==> config.mk <==
export PLATFORM = sky130hd
export DESIGN_NAME = run_controller
export DESIGN_NICKNAME = d
export VERILOG_FILES = /design/src/rtl/run_controller_pkg.sv /design/src/rtl/run_controller.sv
export SDC_FILE = /design/constraint.sdc
export NUM_CORES = 1
export LEC_CHECK = 0
export BUFFER_PORTS_ARGS = -buffer_cell sky130_fd_sc_hd__buf_2
export CORE_MARGIN = 2
export CORE_UTILIZATION = 48
export CTS_BUF_LIST = sky130_fd_sc_hd__clkbuf_16
export DETAILED_ROUTE_END_ITERATION = 10
export PLACE_DENSITY = 0.75
export SLEW_MARGIN = 10
export SYNTH_ARGS = -nofsm -noshare
export SYNTH_HDL_FRONTEND = slang
export SYNTH_SLANG_ARGS = --single-unit
export TNS_END_PERCENT = 10
==> constraint.sdc <==
create_clock -name Clk -period 2.25 [get_ports Clk]
set_input_delay 0.225 -clock Clk [delete_from_list [all_inputs] [get_ports Clk]]
set_output_delay 0.225 -clock Clk [all_outputs]
set_load 0.005 [all_outputs]
==> src/rtl/run_controller_pkg.sv <==
// Shared definitions for the run controller: FSM state encoding and the
// default job geometry (operand block, result window) that the program
// assembler also relies on.
package run_controller_pkg;

    typedef enum logic [2:0] {
        RC_IDLE,
        RC_INIT,
        RC_LOAD,
        RC_RUN,
        RC_DRAIN
    } rc_state_t;

    localparam int RC_LOAD_LEN = 64;
    localparam int RC_RES_BASE = 64;
    localparam int RC_RES_LEN  = 32;

    function automatic int rc_max3(input int a, input int b, input int c);
        int m;
        m = (a > b) ? a : b;
        return (m > c) ? m : c;
    endfunction

endpackage

==> src/rtl/run_controller.sv <==
// Host-side job sequencer for the processor core: holds the core in init,
// streams an operand block into data memory, lets the core run until ack
// (or a timeout), then streams the result window back to the host.
// Optional feature: define RUN_CYCLE_COUNT_EN to add the run_cycles output.
module run_controller
    import run_controller_pkg::*;
#(
    parameter int W        = 8,
    parameter int A        = 8,
    parameter int LOAD_LEN = RC_LOAD_LEN,
    parameter int RES_BASE = RC_RES_BASE,
    parameter int RES_LEN  = RC_RES_LEN,
    parameter int INIT_CYC = 2,
    parameter int TIMEOUT  = 4096
) (
    input  logic         Clk,
    input  logic         Reset,
    input  logic         start,
    output logic         busy,
    output logic         done,
    output logic         err,
    input  logic [W-1:0] in_data,
    input  logic         in_valid,
    output logic         in_ready,
    output logic [W-1:0] out_data,
    output logic         out_valid,
    input  logic         out_ready,
    output logic         core_init,
    output logic         core_req,
    input  logic         core_ack,
    output logic         mem_we,
    output logic [A-1:0] mem_addr,
    output logic [W-1:0] mem_wdata,
    input  logic [W-1:0] mem_rdata
`ifdef RUN_CYCLE_COUNT_EN
    ,
    output logic [31:0]  run_cycles
`endif
);

    // One counter serves every phase: INIT hold, LOAD address, RUN timeout, DRAIN offset.
    localparam int CW = $clog2(rc_max3(LOAD_LEN, RES_LEN, TIMEOUT) + 1);

    localparam logic [CW-1:0] INIT_LAST = CW'(INIT_CYC - 1);
    localparam logic [CW-1:0] LOAD_LAST = CW'(LOAD_LEN - 1);
    localparam logic [CW-1:0] TO_LAST   = CW'(TIMEOUT - 1);
    localparam logic [CW-1:0] RES_LAST  = CW'(RES_LEN - 1);

    if (LOAD_LEN < 1 || RES_LEN < 1) begin : g_len_check
        $error("run_controller: LOAD_LEN and RES_LEN must both be non-zero");
    end

    if (INIT_CYC < 1 || INIT_CYC > (1 << CW) || TIMEOUT < 1) begin : g_cyc_check
        $error("run_controller: INIT_CYC and TIMEOUT must be in range");
    end

    rc_state_t     state_q, state_d;
    logic [CW-1:0] cnt_q, cnt_d;
    logic          err_q, err_d;
    logic          kick_q, kick_d;   // one-cycle core_init pulse after a timeout

    // Next-state and output decode; outputs are purely a function of state and handshakes.
    always_comb begin
        state_d   = state_q;
        cnt_d     = cnt_q;
        err_d     = err_q;
        kick_d    = 1'b0;
        busy      = (state_q != RC_IDLE);
        done      = 1'b0;
        in_ready  = 1'b0;
        out_valid = 1'b0;
        out_data  = '0;
        core_init = kick_q;
        core_req  = 1'b0;
        mem_we    = 1'b0;
        mem_addr  = '0;
        mem_wdata = '0;

        case (state_q)
            RC_IDLE: begin
                if (start) begin
                    state_d = RC_INIT;
                    err_d   = 1'b0;
                    cnt_d   = '0;
                end
            end
            RC_INIT: begin
                core_init = 1'b1;
                if (cnt_q == INIT_LAST) begin
                    state_d = RC_LOAD;
                    cnt_d   = '0;
                end else begin
                    cnt_d = cnt_q + CW'(1);
                end
            end
            RC_LOAD: begin
                in_ready = 1'b1;
                mem_addr = A'(cnt_q);
                if (in_valid) begin
                    mem_we    = 1'b1;
                    mem_wdata = in_data;
                    if (cnt_q == LOAD_LAST) begin
                        state_d = RC_RUN;
                        cnt_d   = '0;
                    end else begin
                        cnt_d = cnt_q + CW'(1);
                    end
                end
            end
            RC_RUN: begin
                core_req = 1'b1;
                // An ack on the last allowed cycle still counts as success.
                if (core_ack) begin
                    state_d = RC_DRAIN;
                    cnt_d   = '0;
                end else if (cnt_q == TO_LAST) begin
                    state_d = RC_IDLE;
                    cnt_d   = '0;
                    err_d   = 1'b1;
                    kick_d  = 1'b1;
                end else begin
                    cnt_d = cnt_q + CW'(1);
                end
            end
            RC_DRAIN: begin
                // Address only moves on a beat, so out_data holds while stalled.
                mem_addr  = A'(RES_BASE) + A'(cnt_q);
                out_valid = 1'b1;
                out_data  = mem_rdata;
                if (out_ready) begin
                    if (cnt_q == RES_LAST) begin
                        state_d = RC_IDLE;
                        cnt_d   = '0;
                        done    = 1'b1;
                    end else begin
                        cnt_d = cnt_q + CW'(1);
                    end
                end
            end
            default: begin
                state_d = RC_IDLE;
                cnt_d   = '0;
            end
        endcase
    end

    // State register with synchronous active-low reset; reset aborts any job silently.
    always_ff @(posedge Clk) begin
        if (!Reset) begin
            state_q <= RC_IDLE;
            cnt_q   <= '0;
            err_q   <= 1'b0;
            kick_q  <= 1'b0;
        end else begin
            state_q <= state_d;
            cnt_q   <= cnt_d;
            err_q   <= err_d;
            kick_q  <= kick_d;
        end
    end

    assign err = err_q;

`ifdef RUN_CYCLE_COUNT_EN
    logic [31:0] run_cycles_q, run_cycles_d;

    // RUN-phase cycle count of the latest job: restarts on an accepted start, saturates.
    always_comb begin
        run_cycles_d = run_cycles_q;
        if (state_q == RC_IDLE && start) begin
            run_cycles_d = '0;
        end else if (state_q == RC_RUN && run_cycles_q != '1) begin
            run_cycles_d = run_cycles_q + 32'd1;
        end
    end

    // Run-cycle counter register.
    always_ff @(posedge Clk) begin
        if (!Reset) begin
            run_cycles_q <= '0;
        end else begin
            run_cycles_q <= run_cycles_d;
        end
    end

    assign run_cycles = run_cycles_q;
`endif

endmodule

==> out/results.txt <==
Routed WL: 3640 microns
Most common cell after layout, fill and taps aside: buf_2
Maximum VDD drop: 0.562 mV
Crit path largest cell delay: 0.48 ns
Slowest cell on the critical path: dfxtp_1
Crit path cell chain: nor3b_1 > buf_4 > nand2_1 > nor4_1 > buf_2
Commonest non-fill, non-tap cells in the layout: buf_2 (53), dfxtp_1 (17), nand2_1 (16)
Reg power frac: 30.2%
Critical path endpoint category: primary output
# Max-Cap Violations: 0
WP data required: 2.03 ns
Hold crit path type: in2reg
Worst-Margin Slew: 0.362 ns
First-pass GRT wire length: 5830 microns
Multi-input gate area: 945 sq um
Minimum clock period: 2.03 ns
Synth warnings: 0
Initial Util: 50.2%
Reg area: 362 sq um
Worst slew margin: 75.8%
Core ar.: 2730 sq um
Status: complete, no violations
Area contributors post-synth: dfxtp_1 (26%), and3_1 (6.8%), and2_1 (4.6%), nand2_1 (4.4%), nand3_1 (4.0%)
Gate power share: 43.0%
Post-synth ARST share: 0%
Worst-path clk slew: 0.05 ns
Clk_skew: 0.000945 ns
# clock sinks: 18
Area grow syn2layout: 28.6%
Max clock buf depth: 2
# IOs: 54
Post-synthesis register bit count: 18
Vias in the first global route: 1,286
CP startpoint kind: flop
Syn nets: 206
CP bufs+invs: 2
Post-DRT Antenna Nets: 0
DR vias/cell: 5.65
Ys flop type: dfxtp_1
Sequential area share after synthesis: 26.3%
Final layout net count: 259
Post-synthesis cell count: 180
Antenna Cells: 0
Fillers: 241
Detailed Place HPWL: 2710 microns
Worst-path maximum fanout: 14
Die area: 3300 sq um
Final Setup Violations: 0
Average cell area after synthesis: 7.62 sq um
Via count: 1,481
RSZ-0062 raised after global routing: false
Area share of the largest cell type after synthesis: 26.3%
CP Class: reg2out
Residual DRC count: 0
Max-slew violations: 0
Max Freq: 492 MHz
Post-synth EDFFs: 0
Yosys cell types: 45
Largest net degree at the start of global routing: 24
Initial antenna violation count: 0
Delay-heaviest family, CP: simple AND/OR/NAND/NOR gates
Ratio of cells with drive above 1 in the final layout: 33.8%
CP Data Arrival Time: 1.81 ns
Pint: 0.828 mW
Final Hold Fails: 0
Cell area power density: 747 nW/um^2
Clock root buffer: clkbuf_16
CTS Buf Count: 3
Violation count after the first detailed-route iteration: 45
Total congestion overflow: 0
H-tree levels: 1
Final WS setup: 0.216 ns
Area leader, netlist: dfxtp_1
Wire per inst: 13.9 microns
Pre-antenna DRT Iters: 4
Port Buffer Count: 53
Routability cong.: 0.827
CTS tree: done
Synthesized cell area: 1370 sq um
Num rows: 19
Setup TNS: 0 ns
Worst-skew pair later-pin latency: 0.25 ns
Fin crit share: 90.4%
Place WS: 0.135 ns
Chip width: 57.5 microns
Die Ht: 57.5 microns
Tot GR Track Use: 22.4%
Leakage: 0.874 nW
Hold_buf cts: 0
Switching share of total power: 37.1%
P_sw: 0.489 mW
Power share of the clock group: 26.8%
==> metal layers <==
metal  vias to the layer above  track usage (%)  part of all wire, %
met2                        34             36.0                   49
met1                       685             29.7                   46
li1                        758                -                    -
met5                         -                0                    0
met4                         0             6.64                 0.80
met3                         4             5.67                  4.3
==> tightest hold or removal path: cells and delay by family <==
kind	cells	cell delay, ns
buffers and inverters	1	0.11
and+or+nand+nor	1	0.05
AOI/OAI and AO/OA	1	0.05
==> timing repair <==
item,CTS,global route
endpoints found under the setup margin,0,7
gates resized for setup,0,3
buffers inserted,0,0
==> cell families after synthesis <==
| logic type | Yosys count | synth area share (%) |
|---|---|---|
| AOI/OAI and AO/OA | 37 | 17.5 |
| xor gates and xnor gates | 1 | 0.639 |
| adders and majority gates | 4 | 3.65 |
| buffers and inverters | 18 | 5.57 |
| DFF | 18 | 26.3 |
| muxes | 3 | 2.28 |
| and+or+nand+nor | 99 | 44.1 |
==> registers in the layout, indices dropped and copies added (netlist names) <==
register and flops:
kick_q 1, state_q 3, err 1, cnt_q 13
==> power by group through the flow <==
stage	sequential (mW)	clock, mW	combinational, mW
4_1_cts	0.394	0.358	0.565
3_5_place_dp	0.401	0	0.560
6_report	0.398	0.353	0.566
3_3_place_gp	0.400	0	0.554
5_1_grt	0.404	0.378	0.622
2_1_floorplan	0.365	0	0.397
==> final cells by class <==
cell class | instances | area share (%)
multi-input cells | 144 | 53.5
repair buffers | 61 | 18.4
well taps | 31 | 2.20
flip-flops and latches | 18 | 20.5
inverters | 5 | 1.06
clock buffers | 3 | 4.26
==> metrics by stage <==
step / hold WS (ns) / power, mW / cells / util, % / area (sq um)
2_1_floorplan: 0.360 / 0.762 / 180 / - / 1370
6_report: 0.234 / 1.32 / 262 / 64.5 / 1760
4_1_cts: 0.234 / 1.32 / 262 / 64.1 / 1750
5_1_grt: 0.262 / 1.40 / 262 / 64.5 / 1760
3_5_place_dp: 0.472 / 0.962 / 259 / 61.4 / 1680
3_3_place_gp: 0.462 / 0.954 / 259 / 61.4 / 1680
==> worst paths after layout <==
| check | end | cells after the start | startpoint | slack, ns |
|---|---|---|---|---|
| max | done | 5 | state_q[2]$_SDFFE_PN0P_ | 0.22 |
| min | state_q[2]$_SDFFE_PN0P_ | 3 | core_ack | 0.23 |
| max reg2reg | state_q[0]$_SDFFE_PN0P_ | 7 | cnt_q[1]$_SDFFE_PN0P_ | 0.23 |
| min reg2reg | cnt_q[7]$_SDFFE_PN0P_ | 2 | cnt_q[7]$_SDFFE_PN0P_ | 0.48 |
==> cells in the mapped netlist (2+ instances only) <==
cell type   n
or2_2       3
nor2b_1     6
nand4_1     2
dfxtp_1    18
o21ai_1     6
clkbuf_1   10
mux2i_1     2
a21boi_1    3
o21ai_0    10
nand2_1    16
a21oi_1     4
and4_1      2
ha_1        4
and2_1     10
nand2b_1    2
o31ai_1     2
nor2_1     13
inv_1       5
nand3_1    11
and3_1     15
a31oi_1     5
a2bb2oi_1   2
nor3b_1     3
nand4_2     2
nor4b_1     4
Note: power is estimated with default switching activity, not from simulation.
